--- src/rtl/counter_timer_arbiter_if.sv ---
// Requester-side bundle of the shared counter timer: requests, delays, hold/cancel
// controls and the grant/done/busy responses.
interface counter_timer_arbiter_if;
  logic [1:0] req;
  logic [3:0] delay0;
  logic [3:0] delay1;
  logic       hold;
  logic       cancel;
  logic [1:0] grant;
  logic [1:0] done;
  logic       busy;

  modport master (
    output req, delay0, delay1, hold, cancel,
    input  grant, done, busy
  );

  modport slave (
    input  req, delay0, delay1, hold, cancel,
    output grant, done, busy
  );
endinterface

--- src/rtl/counter_timer_arbiter.sv ---
// Round-robin owner of a shared 4-bit up-counter used as a delay timer by two
// requesters; preloads the counter so its carry fires after the requested ticks.
module counter_timer_arbiter #(
  parameter int CNT_W     = 4,
  parameter int FIRST_PRI = 0
) (
  input  logic                   clk,
  input  logic                   clear,
  counter_timer_arbiter_if.slave bus,
  output logic                   cnt_load,
  output logic                   cnt_count,
  output logic [CNT_W-1:0]       cnt_data,
  output logic                   cnt_clear_b,
  input  logic                   cnt_cout
);

  typedef enum logic [1:0] {
    IDLE = 2'd0,
    LOAD = 2'd1,
    RUN  = 2'd2,
    DONE = 2'd3
  } state_t;

  localparam logic PTR_INIT = (FIRST_PRI != 0) ? 1'b1 : 1'b0;

  state_t     state_r;
  logic       owner_r;
  logic       ptr_r;
  logic [1:0] grant_r;
  logic [1:0] done_r;
  logic       busy_r;
  logic       load_r;
  logic [3:0] data_r;

  logic       win_s;
  logic [3:0] win_delay_s;
  logic       count_s;
  logic       expire_s;

  // A delay of d ticks needs the counter to start at 16-d; d=0 wraps to a full 16.
  function automatic logic [3:0] preload_f(input logic [3:0] d);
    preload_f = 4'd0 - d;
  endfunction

  function automatic logic [1:0] onehot_f(input logic idx);
    onehot_f = idx ? 2'b10 : 2'b01;
  endfunction

  // Round-robin winner and its delay, evaluated every cycle but only used in IDLE.
  always_comb begin
    win_s       = ptr_r;
    win_delay_s = bus.delay0;
    if (bus.req[ptr_r]) begin
      win_s = ptr_r;
    end else begin
      win_s = ~ptr_r;
    end
    if (win_s) begin
      win_delay_s = bus.delay1;
    end else begin
      win_delay_s = bus.delay0;
    end
  end

  // Counter enable; carry-out is only trusted while the counter is enabled.
  always_comb begin
    count_s  = 1'b0;
    expire_s = 1'b0;
    if (state_r == RUN) begin
      count_s = ~bus.hold & ~bus.cancel;
    end else begin
      count_s = 1'b0;
    end
    expire_s = count_s & cnt_cout;
  end

  // Arbitration / timer sequencing with registered outputs.
  always_ff @(posedge clk) begin
    if (clear) begin
      state_r <= IDLE;
      owner_r <= 1'b0;
      ptr_r   <= PTR_INIT;
      grant_r <= 2'b00;
      done_r  <= 2'b00;
      busy_r  <= 1'b0;
      load_r  <= 1'b0;
      data_r  <= 4'd0;
    end else begin
      case (state_r)
        IDLE: begin
          if (|bus.req) begin
            owner_r <= win_s;
            grant_r <= onehot_f(win_s);
            busy_r  <= 1'b1;
            load_r  <= 1'b1;
            data_r  <= preload_f(win_delay_s);
            state_r <= LOAD;
          end
        end
        LOAD: begin
          load_r  <= 1'b0;
          data_r  <= 4'd0;
          state_r <= RUN;
        end
        RUN: begin
          // Cancel beats a simultaneous expiry and still hands priority over.
          if (bus.cancel) begin
            grant_r <= 2'b00;
            busy_r  <= 1'b0;
            ptr_r   <= ~owner_r;
            state_r <= IDLE;
          end else if (expire_s) begin
            done_r  <= onehot_f(owner_r);
            state_r <= DONE;
          end
        end
        DONE: begin
          done_r  <= 2'b00;
          grant_r <= 2'b00;
          busy_r  <= 1'b0;
          ptr_r   <= ~owner_r;
          state_r <= IDLE;
        end
        default: begin
          grant_r <= 2'b00;
          done_r  <= 2'b00;
          busy_r  <= 1'b0;
          load_r  <= 1'b0;
          data_r  <= 4'd0;
          state_r <= IDLE;
        end
      endcase
    end
  end

  assign bus.grant   = grant_r;
  assign bus.done    = done_r;
  assign bus.busy    = busy_r;
  assign cnt_load    = load_r;
  assign cnt_data    = data_r;
  assign cnt_count   = count_s;
  assign cnt_clear_b = ~clear;

endmodule

--- src/flat_wrapper.sv ---
// flat-port wrapper written by rule: the top's interface ports become plain ports
module counter_timer_arbiter_flat 
#(
  parameter int CNT_W     = 4,
  parameter int FIRST_PRI = 0
)
  (clk, clear, cnt_load, cnt_count, cnt_data, cnt_clear_b, cnt_cout, bus_req, bus_delay0, bus_delay1, bus_hold, bus_cancel, bus_grant, bus_done, bus_busy);
  counter_timer_arbiter_if bus_i ();
  input  logic clk;
  input  logic clear;
  output logic cnt_load;
  output logic cnt_count;
  output logic [CNT_W-1:0] cnt_data;
  output logic cnt_clear_b;
  input  logic cnt_cout;
  input wire logic [$bits(bus_i.req)-1:0] bus_req;
  input wire logic [$bits(bus_i.delay0)-1:0] bus_delay0;
  input wire logic [$bits(bus_i.delay1)-1:0] bus_delay1;
  input wire logic [$bits(bus_i.hold)-1:0] bus_hold;
  input wire logic [$bits(bus_i.cancel)-1:0] bus_cancel;
  output wire logic [$bits(bus_i.grant)-1:0] bus_grant;
  output wire logic [$bits(bus_i.done)-1:0] bus_done;
  output wire logic [$bits(bus_i.busy)-1:0] bus_busy;
  assign bus_i.req = bus_req;
  assign bus_i.delay0 = bus_delay0;
  assign bus_i.delay1 = bus_delay1;
  assign bus_i.hold = bus_hold;
  assign bus_i.cancel = bus_cancel;
  assign bus_grant = bus_i.grant;
  assign bus_done = bus_i.done;
  assign bus_busy = bus_i.busy;
  counter_timer_arbiter #(.CNT_W(CNT_W), .FIRST_PRI(FIRST_PRI)) u_core (.clk(clk), .clear(clear), .bus(bus_i), .cnt_load(cnt_load), .cnt_count(cnt_count), .cnt_data(cnt_data), .cnt_clear_b(cnt_clear_b), .cnt_cout(cnt_cout));
endmodule
--- config.mk ---
export PLATFORM = sky130hd
export DESIGN_NAME = counter_timer_arbiter_flat
export DESIGN_NICKNAME = d
export VERILOG_FILES = /design/src/rtl/counter_timer_arbiter_if.sv /design/src/rtl/counter_timer_arbiter.sv /design/src/flat_wrapper.sv
export SDC_FILE = /design/constraint.sdc
export NUM_CORES = 1
export LEC_CHECK = 0
export CAP_MARGIN = 20
export CORE_MARGIN = 2
export CORE_UTILIZATION = 44
export CTS_CLUSTER_SIZE = 10
export DETAILED_ROUTE_END_ITERATION = 8
export PLACE_DENSITY = 0.87
export SLEW_MARGIN = 10
export SYNTH_ARGS = -nofsm -noshare
export SYNTH_HDL_FRONTEND = slang
export SYNTH_SLANG_ARGS = --single-unit
--- constraint.sdc ---
create_clock -name clk -period 3.1 [get_ports clk]
set_input_delay 0.465 -clock clk [delete_from_list [all_inputs] [get_ports clk]]
set_output_delay 0.465 -clock clk [all_outputs]
set_load 0.01 [all_outputs]
# Word level (Yosys, flattened, before mapping)
# Cells that the tools add are included.
[word_totals] reg_bits=14 output_inout_bits=12
[classes] n_addsub=1 n_lt_le_gt_ge=1 n_eq_ne=8 muxes=25 bitwise=7 n_reduce_logical=11
[ops] operator="two-way mux 2 bit" n=9
[ops] operator="two-way mux 4 bit" n=2
[ops] operator="one-hot mux 2 bit (4 select lines)" n=1
[ops] operator="one-hot mux 4 bit (2 select lines)" n=1
[ops] operator="AND reduction 2 bit" n=4
[ops] operator="two-way mux 1 bit" n=7
[ops] operator="one-hot mux 2 bit (3 select lines)" n=1
[ops] operator="AND reduction 3 bit" n=2
[ops] operator="inverter 1 bit" n=5
[ops] operator="equality test 2 bit, second input constant" n=2
[ops] operator="!= test 2 x 1 -> 1 bit, second input constant" n=2
[ops] operator="!= test 2 bit, second input constant" n=2
[ops] operator="one-hot mux 1 bit (2 select lines)" n=2
[ops] operator="one-hot mux 2 bit (2 select lines)" n=1
[ops] operator="nonzero test 2 bit" n=2
[ops] operator="subtractor 1 x 4 -> 4 bit, first input constant" n=1
[ops] operator="!= test 3 x 2 -> 1 bit, second input constant" n=1
[ops] operator="one-hot mux 1 bit (3 select lines)" n=1
[ops] operator="nonzero test 3 bit" n=1
[ops] operator="AND 1 bit" n=2
[ops] operator="equality test 2 x 1 -> 1 bit, second input constant" n=1
[ops] operator="logical NOT 2 bit" n=1
[ops] operator="< comparator 1 x 2 -> 1 bit, second input constant" n=1
[ops] operator="OR reduction 2 bit" n=1

# Longest topological paths before layout
[logic_depth] ltp_word=7 ltp_mapped=8 depth_no_buf=7

# Least setup slack after synthesis
# No wires, ideal clock.
[synth_path] path_kind="input-to-reg" from="input port bus_req[0]" to="register u_core.data_r[2] (netlist: u_core.cnt_data[2])" arrival_ps=1543 slack_ps=1463 path_stages=8 path_cell_list="nor2b_1 or2_1 buf_2 mux2i_1 ha_1 nor2_1 o2111ai_1 o311ai_2"
[synth_via] elab_chain_len=7 elab_cells_between_ends=10 classes_between="add/sub: 1; eq/ne: 1; mux: 6; reduce/logical: 2"
[synth_rtl] item="start: declaration" line="flat_wrapper.sv:16" source="input wire logic [$bits(bus_i.req)-1:0] bus_req;"
[synth_rtl] item="two-way mux 1 bit (implied by the code) (2 in a row)" line="counter_timer_arbiter.sv:53" source="if (bus.req[ptr_r]) begin"
[synth_rtl] item="two-way mux 1 bit" line="counter_timer_arbiter.sv:53"
[synth_rtl] item="two-way mux 4 bit" line="counter_timer_arbiter.sv:58" source="if (win_s) begin"
[synth_rtl] item="subtractor 1 x 4 -> 4 bit" line="counter_timer_arbiter.sv:42" source="preload_f = 4'd0 - d;"
[synth_rtl] item="two-way mux 4 bit" line="counter_timer_arbiter.sv:91" source="if (|bus.req) begin"
[synth_rtl] item="one-hot mux 4 bit (2 select lines)" line="counter_timer_arbiter.sv:89" source="case (state_r)"
[synth_rtl] item="end signal: assignment" line="counter_timer_arbiter.sv:96" source="data_r <= preload_f(win_delay_s);"
[synth_rtl] item="end: declaration" line="counter_timer_arbiter.sv:33" source="logic [3:0] data_r;"
# Parallel ways exist; a longest one is shown, timed or not. The select of a mux whose other input is x is not followed.
# A chain may end at the register's enable or synchronous reset.

# Worst setup path in the final report
[layout_path] from="input port bus_cancel" to="output port cnt_count"
[layout_via] elab_chain_len=3
[layout_rtl] item="start: declaration" line="flat_wrapper.sv:20" source="input wire logic [$bits(bus_i.cancel)-1:0] bus_cancel;"
[layout_rtl] item="inverter 1 bit" line="counter_timer_arbiter.sv:70" source="count_s = ~bus.hold & ~bus.cancel;"
[layout_rtl] item="AND 1 bit" line="counter_timer_arbiter.sv:70"
[layout_rtl] item="two-way mux 1 bit" line="counter_timer_arbiter.sv:69" source="if (state_r == RUN) begin"
[layout_rtl] item="end: declaration" line="flat_wrapper.sv:12" source="output logic cnt_count;"
# No other way between the ends.

==> results.sh <==
export IMPL_outcome="finished clean"
export IMPL_cts_tree="built"
export IMPL_internal_power_uw=329
export IMPL_wl_per_cell_um=12.6
export IMPL_final_cells=126
export IMPL_cts_resized=0
export IMPL_setup_viol=0
export IMPL_die_height_um=43.6
export IMPL_syn_nets=99
export IMPL_start_util=0.464
export IMPL_viasPerCell=5.32
export IMPL_gr_total_overflow=0
export IMPL_drc_errors=0
export IMPL_rows=14
export IMPL_cts_max_level=1
export IMPL_n_antenna_cell=0
export IMPL_numCtsBuffers=3
export IMPL_vias=670
export IMPL_grt_max_degree=16
export IMPL_io_pins=27
export IMPL_max_cap_violations=0
export IMPL_cp_end_kind="output pin"
export IMPL_post_cts_setup_buffers=0
export IMPL_swShare=0.282
export IMPL_worst_setup_path_start_kind="primary input"
export IMPL_p_leak_nw=0.371
export IMPL_p_switching_uw=129
export IMPL_drt_wl_total_um=1590
export IMPL_synthTopCellsByArea="dfxtp_1 (41%), a21oi_1 (8.0%), nand3_1 (5.1%)"
export IMPL_yosysUniqueCellTypes=26
export IMPL_synth_top_cell_by_area="dfxtp_1"
export IMPL_path_max_fanout=3
export IMPL_synth_seq_cells=14
export IMPL_clk_pin_slew_worst_paths_ns=0.08
export IMPL_drtIter0Drc=10
export IMPL_power_uw=458
export IMPL_hpwlAfterDp_um=1140
export IMPL_grt_pass1_wl_um=2760
export IMPL_rsz0062_at_grt="no"
export IMPL_avgSynthCellArea_um2=8.32
export IMPL_clockBufferDepth=2
export IMPL_nFillCells=117
export IMPL_clkPwrFrac=0.296
export IMPL_setup_slack_ns=0.807
export IMPL_hold_class="reg2reg"
export IMPL_hold_ws_ns=0.461
export IMPL_drive_above_1_share=0.0818
export IMPL_die_w_um=43.6
export IMPL_worstPathRequired_ns=2.63
export IMPL_r2r_start="u_core.ptr_r"
export IMPL_clk_latency_ns=0.29
export IMPL_clock_sinks=14
export IMPL_root_buffer="clkbuf_4"
export IMPL_final_max_slew_violation_count=0
export IMPL_final_hold_viol_count=0
export IMPL_min_from="u_core.bus.busy"
export IMPL_timing_fmax_mhz=436
export IMPL_syn_area_um2=691
export IMPL_yosys_warnings=0
export IMPL_worst_endpoint_arrival_ns=1.83
export IMPL_first_pass_iters=4
export IMPL_port_buffers=26
export IMPL_setup_tns_final_ns=0
export IMPL_dpl_cell_count=122
export IMPL_nets=127
export IMPL_holdBufCountCts=0
export IMPL_max_vdd_ir_drop_v=0.000241
export IMPL_p_comb_frac=0.249
export IMPL_fin_worst_skew_ns=0.0136
export IMPL_crit_start="bus_cancel"
export IMPL_dp_slack_ns=0.772
export IMPL_syn_inst=83
export IMPL_seqPwrFrac=0.455
export IMPL_track_usage=0.196
export IMPL_synth_seq_area_share=0.406
export IMPL_grt_pass1_vias=655
export IMPL_dieArea_mm2=0.00190
export IMPL_core_mm2=0.00149
export IMPL_place_congestion=0.803
export IMPL_worst_slew_pin_slew_ns=0.683
export IMPL_yosys_area_top_type_share=0.406
export IMPL_ant_nets=0
export IMPL_area_growth_pct=44.2
export IMPL_antenna_found_initial=0
export IMPL_max_slew_margin_rel=0.541
export IMPL_crit_type="in2out"
export IMPL_min_period_ns=2.29
export IMPL_period_share=0.740
export IMPL_cellPowerDensity_mw_per_mm2=460
path summary, 6_finish.rpt:
path	end	slack, ns	cells past startpoint
worst min register to register	u_core.bus.busy	0.46	2
worst min-delay path	u_core.bus.busy	0.46	2
worst max register to register	u_core.cnt_data[2]	1.32	7
worst max-delay path	cnt_count	0.81	3
cell usage in the layout (no fill, tap or decap), drive strengths merged:
master / instances
clkdlybuf4s50: 26
dfxtp: 14
a21oi: 11
nand2: 8
nand3: 7
nor2: 6
o21ai: 5
nor3: 4
clkbuf: 4
nor2b: 2
nor3b: 2
o21a: 2
mux2i: 2
inv: 2
nand2b: 2
xor2: 2
or2: 2
nor4b: 1
or3: 1
a31o: 1
or3b: 1
o2111ai: 1
nand4: 1
o311ai: 1
ha: 1
buf: 1
worst max-delay path: stages:
cell	delay (ns)
clkdlybuf4s50_1	0.46
nor4b_4	0.31
clkdlybuf4s50_1	0.58
cells in the mapped netlist:
master     number
dfxtp_1        14
a21oi_1        11
nand2_1         8
nand3_1         7
nor2_1          6
o21ai_0         5
nor3_1          4
buf_2           3
inv_1           2
mux2i_1         2
nand2b_1        2
nor2b_1         2
nor3b_1         2
o21a_1          2
xor2_1          2
a31o_2          1
clkbuf_1        1
ha_1            1
nand4_1         1
nor4b_4         1
o2111ai_1       1
o311ai_2        1
or2_0           1
or2_1           1
or3_1           1
or3b_2          1
routing by layer:
| layer | GRT usage | up-vias | share of wire |
|---|---|---|---|
| met2 | 0.321 | 17 | 0.47 |
| met4 | 0.109 | 0 | 0.025 |
| met1 | 0.237 | 303 | 0.47 |
| met3 | 0.0417 | 4 | 0.041 |
| li1 | - | 346 | - |
| met5 | 0 | - | 0 |
metrics by stage:
step / cell area, um^2 / util
after detailed placement: 960 / 0.645
after floorplan: 691 / -
after global placement: 960 / 0.645
final: 996 / 0.669
after global routing: 996 / 0.669
after CTS: 996 / 0.669
state kept, by name, indices dropped and copies added, names as in the netlist:
| name | count |
|---|---|
| u_core.bus.done | 2 |
| u_core.cnt_data | 4 |
| u_core.cnt_load | 1 |
| u_core.state_r | 2 |
| u_core.ptr_r | 1 |
| u_core.owner_r | 1 |
| u_core.bus.busy | 1 |
| u_core.bus.grant | 2 |
power by group through the flow:
stage | Combinational, mW | Clock [mW] | Sequential, mW
4_1_cts | 0.114 | 0.137 | 0.209
3_3_place_gp | 0.110 | 0 | 0.213
3_5_place_dp | 0.113 | 0 | 0.213
2_1_floorplan | 0.0562 | 0 | 0.214
6_report | 0.114 | 0.136 | 0.209
5_1_grt | 0.124 | 0.142 | 0.211
area by class of cell:
class / count / area (um^2) / share of cell area
clock buffers: 4 / 36.3 / 0.0364
well taps: 16 / 20.0 / 0.0201
inverters: 2 / 7.51 / 0.00754
flip-flops and latches: 14 / 280 / 0.281
repair buffers: 27 / 268 / 0.269
multi-input cells: 63 / 384 / 0.386
logic make-up (layout without fill, tap and decap cells):
logic type,Yosys count,after routing,share of synthesized area
multiplexers,2,2,0.0290
flip-flops,14,14,0.406
AO/OA/AOI/OAI,21,21,0.187
adder cells (fa/ha/maj),1,1,0.0181
AND/OR/NAND/NOR,37,37,0.297
buffers and inverters,6,33,0.0380
XOR/XNOR,2,2,0.0254
Power figures use the tool's default switching activity.
